### src/rtl/frame_burst_writer_pkg.sv
// Shared types and defaults for the burst frame writer: FSM state encoding and buffer index width.
package frame_burst_writer_pkg;

  typedef enum logic [2:0] {
    ST_IDLE,
    ST_ACK,
    ST_FILL,
    ST_BURST,
    ST_DONE
  } state_t;

  localparam int DEF_BURST_LEN = 64;
  localparam int DEF_NUM_BUF   = 3;
  localparam int BUF_IDX_W     = 2;

endpackage

### src/rtl/frame_burst_writer_if.sv
// Frame request, pixel stream, SDRAM App_wr_* bus and buffer status of the burst frame writer.
interface frame_burst_writer_if
  import frame_burst_writer_pkg::*;
#(
  parameter int DATA_BITS = 32,
  parameter int ADDR_BITS = 21,
  parameter int LEN_BITS  = 24
) ();

  logic                   write_req;
  logic                   write_req_ack;
  logic [LEN_BITS-1:0]    write_len;
  logic                   s_valid;
  logic                   s_ready;
  logic [DATA_BITS-1:0]   s_data;
  logic                   Sdr_init_done;
  logic                   Sdr_busy;
  logic                   App_wr_en;
  logic [ADDR_BITS-1:0]   App_wr_addr;
  logic [DATA_BITS-1:0]   App_wr_din;
  logic [DATA_BITS/8-1:0] App_wr_dm;
  logic                   write_finish;
  logic [BUF_IDX_W-1:0]   cur_buf;
  logic [BUF_IDX_W-1:0]   last_buf;
  logic                   frame_valid;

  modport master (
    input  write_req, write_len, s_valid, s_data, Sdr_init_done, Sdr_busy,
    output write_req_ack, s_ready, App_wr_en, App_wr_addr, App_wr_din, App_wr_dm,
           write_finish, cur_buf, last_buf, frame_valid
  );

  modport slave (
    output write_req, write_len, s_valid, s_data, Sdr_init_done, Sdr_busy,
    input  write_req_ack, s_ready, App_wr_en, App_wr_addr, App_wr_din, App_wr_dm,
           write_finish, cur_buf, last_buf, frame_valid
  );

endinterface

### src/rtl/frame_burst_writer_sync_fifo.sv
// First-word-fall-through FIFO with occupancy count; the head word is valid whenever not empty.
module frame_burst_writer_sync_fifo #(
  parameter int DATA_BITS = 32,
  parameter int DEPTH     = 128
) (
  input  logic                       clk,
  input  logic                       rst,
  input  logic                       push,
  input  logic [DATA_BITS-1:0]       din,
  input  logic                       pop,
  output logic [DATA_BITS-1:0]       dout,
  output logic                       full,
  output logic [$clog2(DEPTH):0]     count
);

  localparam int AW = $clog2(DEPTH);
  localparam logic [AW:0] FULL_CNT = (AW + 1)'(DEPTH);

  logic [DATA_BITS-1:0] mem [DEPTH];
  logic [AW-1:0]        wr_ptr;
  logic [AW-1:0]        rd_ptr;
  logic [AW:0]          cnt;
  logic                 do_push;
  logic                 do_pop;

  assign full    = (cnt == FULL_CNT);
  assign do_push = push && !full;
  assign do_pop  = pop && (cnt != '0);
  assign dout    = mem[rd_ptr];
  assign count   = cnt;

  always_ff @(posedge clk) begin
    if (rst) begin
      wr_ptr <= '0;
      rd_ptr <= '0;
      cnt    <= '0;
    end else begin
      if (do_push) wr_ptr <= wr_ptr + AW'(1);
      if (do_pop)  rd_ptr <= rd_ptr + AW'(1);
      case ({do_push, do_pop})
        2'b10:   cnt <= cnt + (AW + 1)'(1);
        2'b01:   cnt <= cnt - (AW + 1)'(1);
        default: cnt <= cnt;
      endcase
    end
  end

  // Storage carries no reset: contents are only meaningful behind the pointers.
  always_ff @(posedge clk) begin
    if (do_push) mem[wr_ptr] <= din;
  end

endmodule

### src/rtl/frame_burst_writer.sv
// Buffers a pixel stream and writes it to SDRAM in bursts, rotating over NUM_BUF frame buffers.
module frame_burst_writer
  import frame_burst_writer_pkg::*;
#(
  parameter int                   DATA_BITS  = 32,
  parameter int                   ADDR_BITS  = 21,
  parameter int                   LEN_BITS   = 24,
  parameter int                   BURST_LEN  = DEF_BURST_LEN,
  parameter int                   FIFO_DEPTH = 128,
  parameter int                   NUM_BUF    = DEF_NUM_BUF,
  parameter logic [ADDR_BITS-1:0] BASE_ADDR  = '0,
  parameter logic [ADDR_BITS-1:0] BUF_STRIDE = ADDR_BITS'(32'h80000)
) (
  input logic                   clk,
  input logic                   rst,
  frame_burst_writer_if.master  bus
);

  localparam int CNT_W = $clog2(FIFO_DEPTH) + 1;
  localparam int BL_W  = $clog2(BURST_LEN) + 1;
  localparam logic [CNT_W-1:0] BURST_CNT = CNT_W'(BURST_LEN);

  state_t               state;
  logic [LEN_BITS-1:0]  rem_in;
  logic [LEN_BITS-1:0]  rem_out;
  logic [ADDR_BITS-1:0] wr_addr;
  logic [BL_W-1:0]      burst_left;
  logic [BUF_IDX_W-1:0] cur_buf;
  logic [BUF_IDX_W-1:0] last_buf;
  logic                 frame_valid;

  logic                 s_ready;
  logic                 push;
  logic                 wr_en;
  logic                 fifo_full;
  logic [CNT_W-1:0]     fifo_count;
  logic [DATA_BITS-1:0] fifo_head;
  logic                 burst_ready;

  function automatic logic [BL_W-1:0] burst_words(input logic [LEN_BITS-1:0] rem);
    if (rem >= LEN_BITS'(BURST_LEN)) return BL_W'(BURST_LEN);
    return BL_W'(rem);
  endfunction

  function automatic logic [BUF_IDX_W-1:0] next_buf(input logic [BUF_IDX_W-1:0] b);
    return (b == BUF_IDX_W'(NUM_BUF - 1)) ? '0 : b + BUF_IDX_W'(1);
  endfunction

  function automatic logic [ADDR_BITS-1:0] buf_base(input logic [BUF_IDX_W-1:0] b);
    return BASE_ADDR + BUF_STRIDE * ADDR_BITS'(b);
  endfunction

  assign s_ready = ((state == ST_FILL) || (state == ST_BURST)) && !fifo_full && (rem_in != '0);
  assign push    = bus.s_valid && s_ready;
  // Pop and strobe share the cycle so the FWFT head lands on App_wr_din with its enable.
  assign wr_en   = (state == ST_BURST) && !bus.Sdr_busy;
  // Occupancy never exceeds rem_out, so the equality term catches the final short burst.
  assign burst_ready = !bus.Sdr_busy &&
                       ((fifo_count >= BURST_CNT) || (LEN_BITS'(fifo_count) == rem_out));

  frame_burst_writer_sync_fifo #(
    .DATA_BITS (DATA_BITS),
    .DEPTH     (FIFO_DEPTH)
  ) u_fifo (
    .clk   (clk),
    .rst   (rst),
    .push  (push),
    .din   (bus.s_data),
    .pop   (wr_en),
    .dout  (fifo_head),
    .full  (fifo_full),
    .count (fifo_count)
  );

  always_ff @(posedge clk) begin
    if (rst) begin
      state       <= ST_IDLE;
      rem_in      <= '0;
      rem_out     <= '0;
      wr_addr     <= '0;
      burst_left  <= '0;
      cur_buf     <= '0;
      last_buf    <= '0;
      frame_valid <= 1'b0;
    end else begin
      if (push) rem_in <= rem_in - LEN_BITS'(1);
      case (state)
        ST_IDLE: begin
          if (bus.write_req && bus.Sdr_init_done && (bus.write_len != '0)) state <= ST_ACK;
        end
        ST_ACK: begin
          rem_in  <= bus.write_len;
          rem_out <= bus.write_len;
          wr_addr <= buf_base(cur_buf);
          state   <= ST_FILL;
        end
        ST_FILL: begin
          if (burst_ready) begin
            burst_left <= burst_words(rem_out);
            state      <= ST_BURST;
          end
        end
        ST_BURST: begin
          if (!bus.Sdr_busy) begin
            wr_addr    <= wr_addr + ADDR_BITS'(1);
            rem_out    <= rem_out - LEN_BITS'(1);
            burst_left <= burst_left - BL_W'(1);
            if (burst_left == BL_W'(1)) state <= (rem_out == LEN_BITS'(1)) ? ST_DONE : ST_FILL;
          end
        end
        ST_DONE: begin
          last_buf    <= cur_buf;
          frame_valid <= 1'b1;
          cur_buf     <= next_buf(cur_buf);
          state       <= ST_IDLE;
        end
        default: state <= ST_IDLE;
      endcase
    end
  end

  assign bus.write_req_ack = (state == ST_ACK);
  assign bus.write_finish  = (state == ST_DONE);
  assign bus.s_ready       = s_ready;
  assign bus.App_wr_en     = wr_en;
  assign bus.App_wr_addr   = wr_addr;
  assign bus.App_wr_din    = wr_en ? fifo_head : '0;
  assign bus.App_wr_dm     = '0;
  assign bus.cur_buf       = cur_buf;
  assign bus.last_buf      = last_buf;
  assign bus.frame_valid   = frame_valid;

endmodule

### src/flat_wrapper.sv
// flat-port wrapper written by rule: the top's interface ports become plain ports
module frame_burst_writer_flat import frame_burst_writer_pkg::*;
#(
  parameter int                   DATA_BITS  = 32,
  parameter int                   ADDR_BITS  = 21,
  parameter int                   LEN_BITS   = 24,
  parameter int                   BURST_LEN  = DEF_BURST_LEN,
  parameter int                   FIFO_DEPTH = 128,
  parameter int                   NUM_BUF    = DEF_NUM_BUF,
  parameter logic [ADDR_BITS-1:0] BASE_ADDR  = '0,
  parameter logic [ADDR_BITS-1:0] BUF_STRIDE = ADDR_BITS'(32'h80000)
)
  (clk, rst, bus_write_req, bus_write_len, bus_s_valid, bus_s_data, bus_Sdr_init_done, bus_Sdr_busy, bus_write_req_ack, bus_s_ready, bus_App_wr_en, bus_App_wr_addr, bus_App_wr_din, bus_App_wr_dm, bus_write_finish, bus_cur_buf, bus_last_buf, bus_frame_valid);
  frame_burst_writer_if #(.DATA_BITS(DATA_BITS), .ADDR_BITS(ADDR_BITS), .LEN_BITS(LEN_BITS)) bus_i ();
  input logic clk;
  input logic rst;
  input wire logic [$bits(bus_i.write_req)-1:0] bus_write_req;
  input wire logic [$bits(bus_i.write_len)-1:0] bus_write_len;
  input wire logic [$bits(bus_i.s_valid)-1:0] bus_s_valid;
  input wire logic [$bits(bus_i.s_data)-1:0] bus_s_data;
  input wire logic [$bits(bus_i.Sdr_init_done)-1:0] bus_Sdr_init_done;
  input wire logic [$bits(bus_i.Sdr_busy)-1:0] bus_Sdr_busy;
  output wire logic [$bits(bus_i.write_req_ack)-1:0] bus_write_req_ack;
  output wire logic [$bits(bus_i.s_ready)-1:0] bus_s_ready;
  output wire logic [$bits(bus_i.App_wr_en)-1:0] bus_App_wr_en;
  output wire logic [$bits(bus_i.App_wr_addr)-1:0] bus_App_wr_addr;
  output wire logic [$bits(bus_i.App_wr_din)-1:0] bus_App_wr_din;
  output wire logic [$bits(bus_i.App_wr_dm)-1:0] bus_App_wr_dm;
  output wire logic [$bits(bus_i.write_finish)-1:0] bus_write_finish;
  output wire logic [$bits(bus_i.cur_buf)-1:0] bus_cur_buf;
  output wire logic [$bits(bus_i.last_buf)-1:0] bus_last_buf;
  output wire logic [$bits(bus_i.frame_valid)-1:0] bus_frame_valid;
  assign bus_i.write_req = bus_write_req;
  assign bus_i.write_len = bus_write_len;
  assign bus_i.s_valid = bus_s_valid;
  assign bus_i.s_data = bus_s_data;
  assign bus_i.Sdr_init_done = bus_Sdr_init_done;
  assign bus_i.Sdr_busy = bus_Sdr_busy;
  assign bus_write_req_ack = bus_i.write_req_ack;
  assign bus_s_ready = bus_i.s_ready;
  assign bus_App_wr_en = bus_i.App_wr_en;
  assign bus_App_wr_addr = bus_i.App_wr_addr;
  assign bus_App_wr_din = bus_i.App_wr_din;
  assign bus_App_wr_dm = bus_i.App_wr_dm;
  assign bus_write_finish = bus_i.write_finish;
  assign bus_cur_buf = bus_i.cur_buf;
  assign bus_last_buf = bus_i.last_buf;
  assign bus_frame_valid = bus_i.frame_valid;
  frame_burst_writer #(.DATA_BITS(DATA_BITS), .ADDR_BITS(ADDR_BITS), .LEN_BITS(LEN_BITS), .BURST_LEN(BURST_LEN), .FIFO_DEPTH(FIFO_DEPTH), .NUM_BUF(NUM_BUF), .BASE_ADDR(BASE_ADDR), .BUF_STRIDE(BUF_STRIDE)) u_core (.clk(clk), .rst(rst), .bus(bus_i));
endmodule
### config.mk
export PLATFORM = sky130hd
export DESIGN_NAME = frame_burst_writer_flat
export DESIGN_NICKNAME = d
export VERILOG_FILES = /design/src/rtl/frame_burst_writer_pkg.sv /design/src/rtl/frame_burst_writer_if.sv /design/src/rtl/frame_burst_writer_sync_fifo.sv /design/src/rtl/frame_burst_writer.sv /design/src/flat_wrapper.sv
export SDC_FILE = /design/constraint.sdc
export NUM_CORES = 2
export LEC_CHECK = 0
export CORE_MARGIN = 4
export CORE_UTILIZATION = 40
export CTS_CLUSTER_DIAMETER = 120
export DETAILED_ROUTE_END_ITERATION = 8
export GPL_ROUTABILITY_DRIVEN = 0
export GPL_TIMING_DRIVEN = 0
export PLACE_DENSITY_LB_ADDON = 0.25
export SYNTH_ARGS = -nofsm -noshare
export SYNTH_HDL_FRONTEND = slang
export SYNTH_SLANG_ARGS = --single-unit
export TNS_END_PERCENT = 10
### constraint.sdc
create_clock -name clk -period 10.11 [get_ports clk]
set_input_delay 3.033 -clock clk [delete_from_list [all_inputs] [get_ports clk]]
set_output_delay 3.033 -clock clk [all_outputs]
set_load 0.02 [all_outputs]
After elaboration in Yosys (flattened, before gate mapping):

Memories as Yosys holds them, arrays and structs flattened. A register that Yosys moved wholly into a read port is not among the register bits.
Cells that the tools add are included.

* add/sub/neg operators: 9
* multipliers: 0
* div/mod/pow operators: 0
* $lt $le $gt $ge: 2
* equal/unequal tests: 15
* shift-type cells: 0
* mux-type cells: 28
* bitwise gates (word level): 0
* reductions and logical operators: 24

Operator list (count)
* two-way mux 24 bit: 3
* one-hot mux 24 bit (2 select lines): 1
* nonzero test 24 bit: 2
* subtractor 24 x 1 -> 24 bit, second input constant: 2
* two-way mux 7 bit: 6
* one-hot mux 21 bit (2 select lines): 1
* two-way mux 32 bit: 1
* equality test 24 x 1 -> 1 bit, second input constant: 1
* equality test 8 x 24 -> 1 bit: 1
* >= comparator 24 x 7 -> 1 bit, second input constant: 1
* adder 21 x 1 -> 21 bit, second input constant: 1
* two-way mux 21 bit: 1
* one-hot mux 8 bit (2 select lines): 1
* two-way mux 3 bit: 5
* adder 7 x 1 -> 7 bit, second input constant: 2
* one-hot mux 7 bit (2 select lines): 1
* one-hot mux 3 bit (4 select lines): 1
* logical AND 1 bit: 9
* adder 8 x 1 -> 8 bit, second input constant: 1
* equality test 8 bit, second input constant: 1
* >= comparator 8 x 7 -> 1 bit, second input constant: 1
* nonzero test 2 bit: 4
* nonzero test 8 bit: 1
* subtractor 8 x 1 -> 8 bit, second input constant: 1
* other kinds (18): 29

* flip-flop bits (word level): 106
* latch bits: 0
* memory bits (writable): 4096
* memory bits (read-only): 0
* input bits: 62
* output and inout bits: 66
* word-level logic and storage cells: 90
* memories kept: 1

Memories
* u_core.u_fifo.mem: depth 128, width 32, rd ports 1, clocked after memory_dff 1, write ports 1, RTL line frame_burst_writer_sync_fifo.sv:19 `logic [DATA_BITS-1:0] mem [DEPTH];`

Longest topological paths before layout:

* depth after elaboration: 9
* depth in mapped cells: 17
* depth with buffers taken out: 15

Cells and area by module:

Synthesis repeated with hierarchy kept, for this count alone.

* cell total of the unflattened synthesis: 6758
* area total of the unflattened synthesis: 161937.8 µm²

By module, submodules not included
* frame_burst_writer_sync_fifo: times used 1, cells each 6110, area an instance 156940.5 µm², seq. area each 123578.5 µm²
* frame_burst_writer: times used 1, cells each 648, area an instance 4997.3 µm², seq. area each 1681.6 µm²

Least setup slack after synthesis:

OpenSTA, ideal clock, no wires.

* path kind: in2out
* start: input port bus_Sdr_busy
* end: output port bus_App_wr_din[29]
* data arrival time: 4.437 ns
* setup slack: 2.640 ns
* stages: 6
* path through: clkbuf_1 or2_2 clkbuf_1 inv_1 clkbuf_1 o31a_1

* longest elaborated chain between the ends: 3

Ends and longest elaborated chain
* from (decl): RTL line flat_wrapper.sv:22 `input wire logic [$bits(bus_i.Sdr_busy)-1:0] bus_Sdr_busy;`
* zero test 1 bit: RTL line frame_burst_writer.sv:56 `assign wr_en = (state == ST_BURST) && !bus.Sdr_busy;`
* logical AND 1 bit: RTL line frame_burst_writer.sv:56
* via bus_App_wr_en: RTL line flat_wrapper.sv:25 `output wire logic [$bits(bus_i.App_wr_en)-1:0] bus_App_wr_en;`
* two-way mux 32 bit: RTL line frame_burst_writer.sv:127 `assign bus.App_wr_din = wr_en ? fifo_head : '0;`
* to (decl): RTL line flat_wrapper.sv:27 `output wire logic [$bits(bus_i.App_wr_din)-1:0] bus_App_wr_din;`

The timed path passes the listed nets, and every way through them passes these cells.

==> flow_summary.yaml <==
floorplanning:
  core_mm2: 0.406
  initial_utilization: 0.401
  rows: 234
  ios: 128
  dieArea_mm2: 0.418
  chipWidth_um: 646
  die_height_um: 646
synth:
  avgSynthCellArea_um2: 19.9
  ys_ff_latch: 4209
  synthCells: 8201
  synth_area_mm2: 0.163
  synth.largest_area_cell: "edfxtp_1"
  ys.flop_type: "edfxtp_1"
  synth_edf_count: 4096
  ys_seq_area_frac: 0.769
  synthArstFlopShare: 0
  synthTopCellsByArea: "edfxtp_1 (75%), mux4_2 (10%), mux2i_1 (4.6%), dfxtp_1 (1.4%), a22oi_1 (0.87%)"
  synth_top_cell_area_share: 0.755
  synth.distinct_cells: 75
  yosys_warnings: 0
cells_and_area:
  fin_nets: 9014
  final_common_cell: "edfxtp_1"
  instances_no_fill: 14752
  stdcell_area_mm2: 0.191
  multi_input_area_mm2: 0.0370
  syn_to_final_growth_pct: 17.0
  seq_area_mm2: 0.125
  final_cell_mix: "edfxtp_1 (4096), mux2i_1 (751), mux4_2 (722)"
  drive_gt1_frac: 0.213
  utilization: 0.470
  fillers: 33642
timing:
  hold_violations: 0
  finalMaxSlewViolations: 11
  slew_headroom: -0.0676
  final.period_utilization: 1.03
  skew_ns: 0.0980
  rsz0062_at_grt: "yes"
  tightest_slew_ns: 1.60
  min_period_ns: 10.46
  setup_violations: 14
  setup_tns_ns: -2.01
  timing.fmax_mhz: 95.6
  setup_ws_ns: -0.351
clock_tree:
  h-tree-depth: 5
  cts_tree: "yes"
  cts_buffers: 427
  insertion_delay_ns: 1.04
  cts_buffer_depth: 4
  clock_sinks: 4209
  cts_setup_buffers: 0
  clkTransAtPathRegs_ns: 0.06
  cts_root_buf: "clkbuf_16"
  holdBufCountCts: 0
route:
  vias: 89252
  drt_iter0_drc: 14205
  ant_nets: 0
  dr.pass1.iters: 8
  drc_errors: 0
  routed_wirelength_um: 529000
  via_per_inst: 6.05
  wl_per_cell_um: 35.9
worst_setup_path:
  cp.required_ns: 7.08
  worstPathCellList: "clkbuf_1 -> clkbuf_2 -> buf_2 -> nor2b_1 -> clkbuf_1 -> a31oi_1 -> nand4_1 -> nor4_1 -> a21oi_1 -> clkdlybuf4s50_1"
  startpoint_type: "flop"
  cpMostUsedCell: "clkbuf_1"
  r2r_start: "u_core.rem_in[0]"
  crit_arrival_ns: 7.43
  max_stage_delay_ns: 0.99
  critical_path_class: "reg -> out"
  endpoint_kind: "primary output"
  path_max_fanout: 12
  slowest_stage: "nand4_1"
pwr:
  switching_share: 0.207
  seqPwrFrac: 0.538
  cellPowerDensity_mw_per_mm2: 187
  share_comb_of_total_power: 0.018
  p_leak_nw: 56.8
  net-switching-power_mw: 7.37
  peakVddDrop_v: 0.000185
  pwr-share-clk: 0.444
  p_int_mw: 28.2
grt:
  grt_start_max_net_pins: 109
  grt_pass1_vias: 86726
  grt_pass1_wl_um: 718000
  grt_overflow: 0
  antenna_found_initial: 55
  grt_use_total: 0.248
status:
  violations: "capacitance limit, slew limit, setup timing"
  run_status: "finished with violations"
place:
  portBuffers: 122
  place_ws_ns: -0.457
  placed_cells: 13942
  dpl-instance-area_mm2: 0.176
  hpwl_um: 367000
min_path:
  min-delay-start: "u_core.bus.last_buf[0]"
  hold_path_class: "reg -> reg"
run:
  max_cap_violations: 1
## layout make-up
| cell class | count | share of cell area |
|---|---|---|
| inverters | 32 | 0.000630 |
| flip-flops and latches | 4209 | 0.657 |
| diodes | 18 | 0.000236 |
| repair buffers | 310 | 0.0283 |
| multi-input cells | 3467 | 0.194 |
| well taps | 5428 | 0.0356 |
| clock buffers | 512 | 0.0583 |
| plain buffers | 494 | 0.0115 |
| clock inverters | 282 | 0.0149 |
## path summary, 6_finish.rpt
path                          endpoint  slack (ns)  cells after the start
max reg2reg  u_core.u_fifo.mem[64][17]        5.00                     11
max                 bus_App_wr_din[15]       -0.35                     10
min reg2reg     u_core.bus.last_buf[0]        0.47                      2
min             u_core.bus.last_buf[0]        0.47                      2
## cells in the mapped netlist (8+ instances only)
cell type	count
o31ai_1	22
dfxtp_1	113
nor3_1	40
o221ai_1	18
a21oi_1	180
buf_2	141
o22ai_1	144
xor2_1	37
or3_1	22
nor2b_1	79
o21ai_0	104
a211oi_1	90
a31oi_1	57
nand3_1	209
nor4_1	48
xnor2_1	8
edfxtp_1	4096
mux2i_1	751
mux2_2	19
and2_1	9
nand4_1	89
or2_2	11
nand2b_1	12
o221a_2	13
nor3b_1	9
mux4_2	722
a22oi_1	189
inv_1	29
nand2_1	162
clkbuf_1	261
o211ai_1	15
ha_1	11
and3_1	62
or4_1	8
nor2_1	247
buf_1	89
## what timing repair did
action	CTS	global route
pin swaps	20	7
gates resized for setup	102	19
endpoints found under the setup margin	31	13
hold endpoints to repair	0	0
## flip-flops by register name (all words and copies together), names as in the netlist, named ones only
register / cells
u_core.burst_left: 7
u_core.bus.App_wr_addr: 21
u_core.bus.cur_buf: 2
u_core.bus.frame_valid: 1
u_core.bus.last_buf: 2
u_core.rem_in: 24
u_core.rem_out: 24
u_core.state: 3
u_core.u_fifo.count: 8
u_core.u_fifo.mem: 4096
u_core.u_fifo.rd_ptr: 7
u_core.u_fifo.wr_ptr: 7
## per-stage QoR
stage               total power [mW]  hold slack (ns)
floorplan                       19.7            0.443
global placement                20.2            0.457
detailed placement              20.2            0.468
CTS                             35.8            0.477
global route                    36.5            0.506
finish                          35.6            0.473
## cells by family (layout without fill, tap and decap cells)
family | after synthesis | in the layout | synth area share
simple gates | 1033 | 1033 | 0.0320
buf+inv | 528 | 1630 | 0.0134
xor+xnor | 45 | 45 | 0.00242
other cells | 1 | 22 | 0.0000230
compound gates | 882 | 882 | 0.0356
mux | 1492 | 1492 | 0.147
flops | 4209 | 4209 | 0.769
fa+ha+maj | 11 | 11 | 0.000844
## layer usage
metal	routed length (um)	GRT usage	vias to the layer above
met4	30500	0.125	18
li1	-	-	35549
met2	241000	0.380	5306
met3	56000	0.0556	973
met1	201000	0.335	47406
met5	116	0	-
## power by group through the flow
stage                     clock network (mW)  logic [mW]  registers [mW]
final                                   15.8       0.646            19.2
after global routing                    16.7       0.680            19.2
after CTS                               16.0       0.637            19.2
after detailed placement                   0       0.637            19.5
after global placement                     0       0.561            19.7
after floorplan                            0       0.172            19.5
## critical path, delay by kind of cell, from the launching register on
family	cells	cell delay, ns
AO/OA/AOI/OAI	2	0.79
AND/OR/NAND/NOR	3	2.02
flip-flops	1	0.34
buffers and inverters	5	3.20
(Power assumes the default switching activity.)
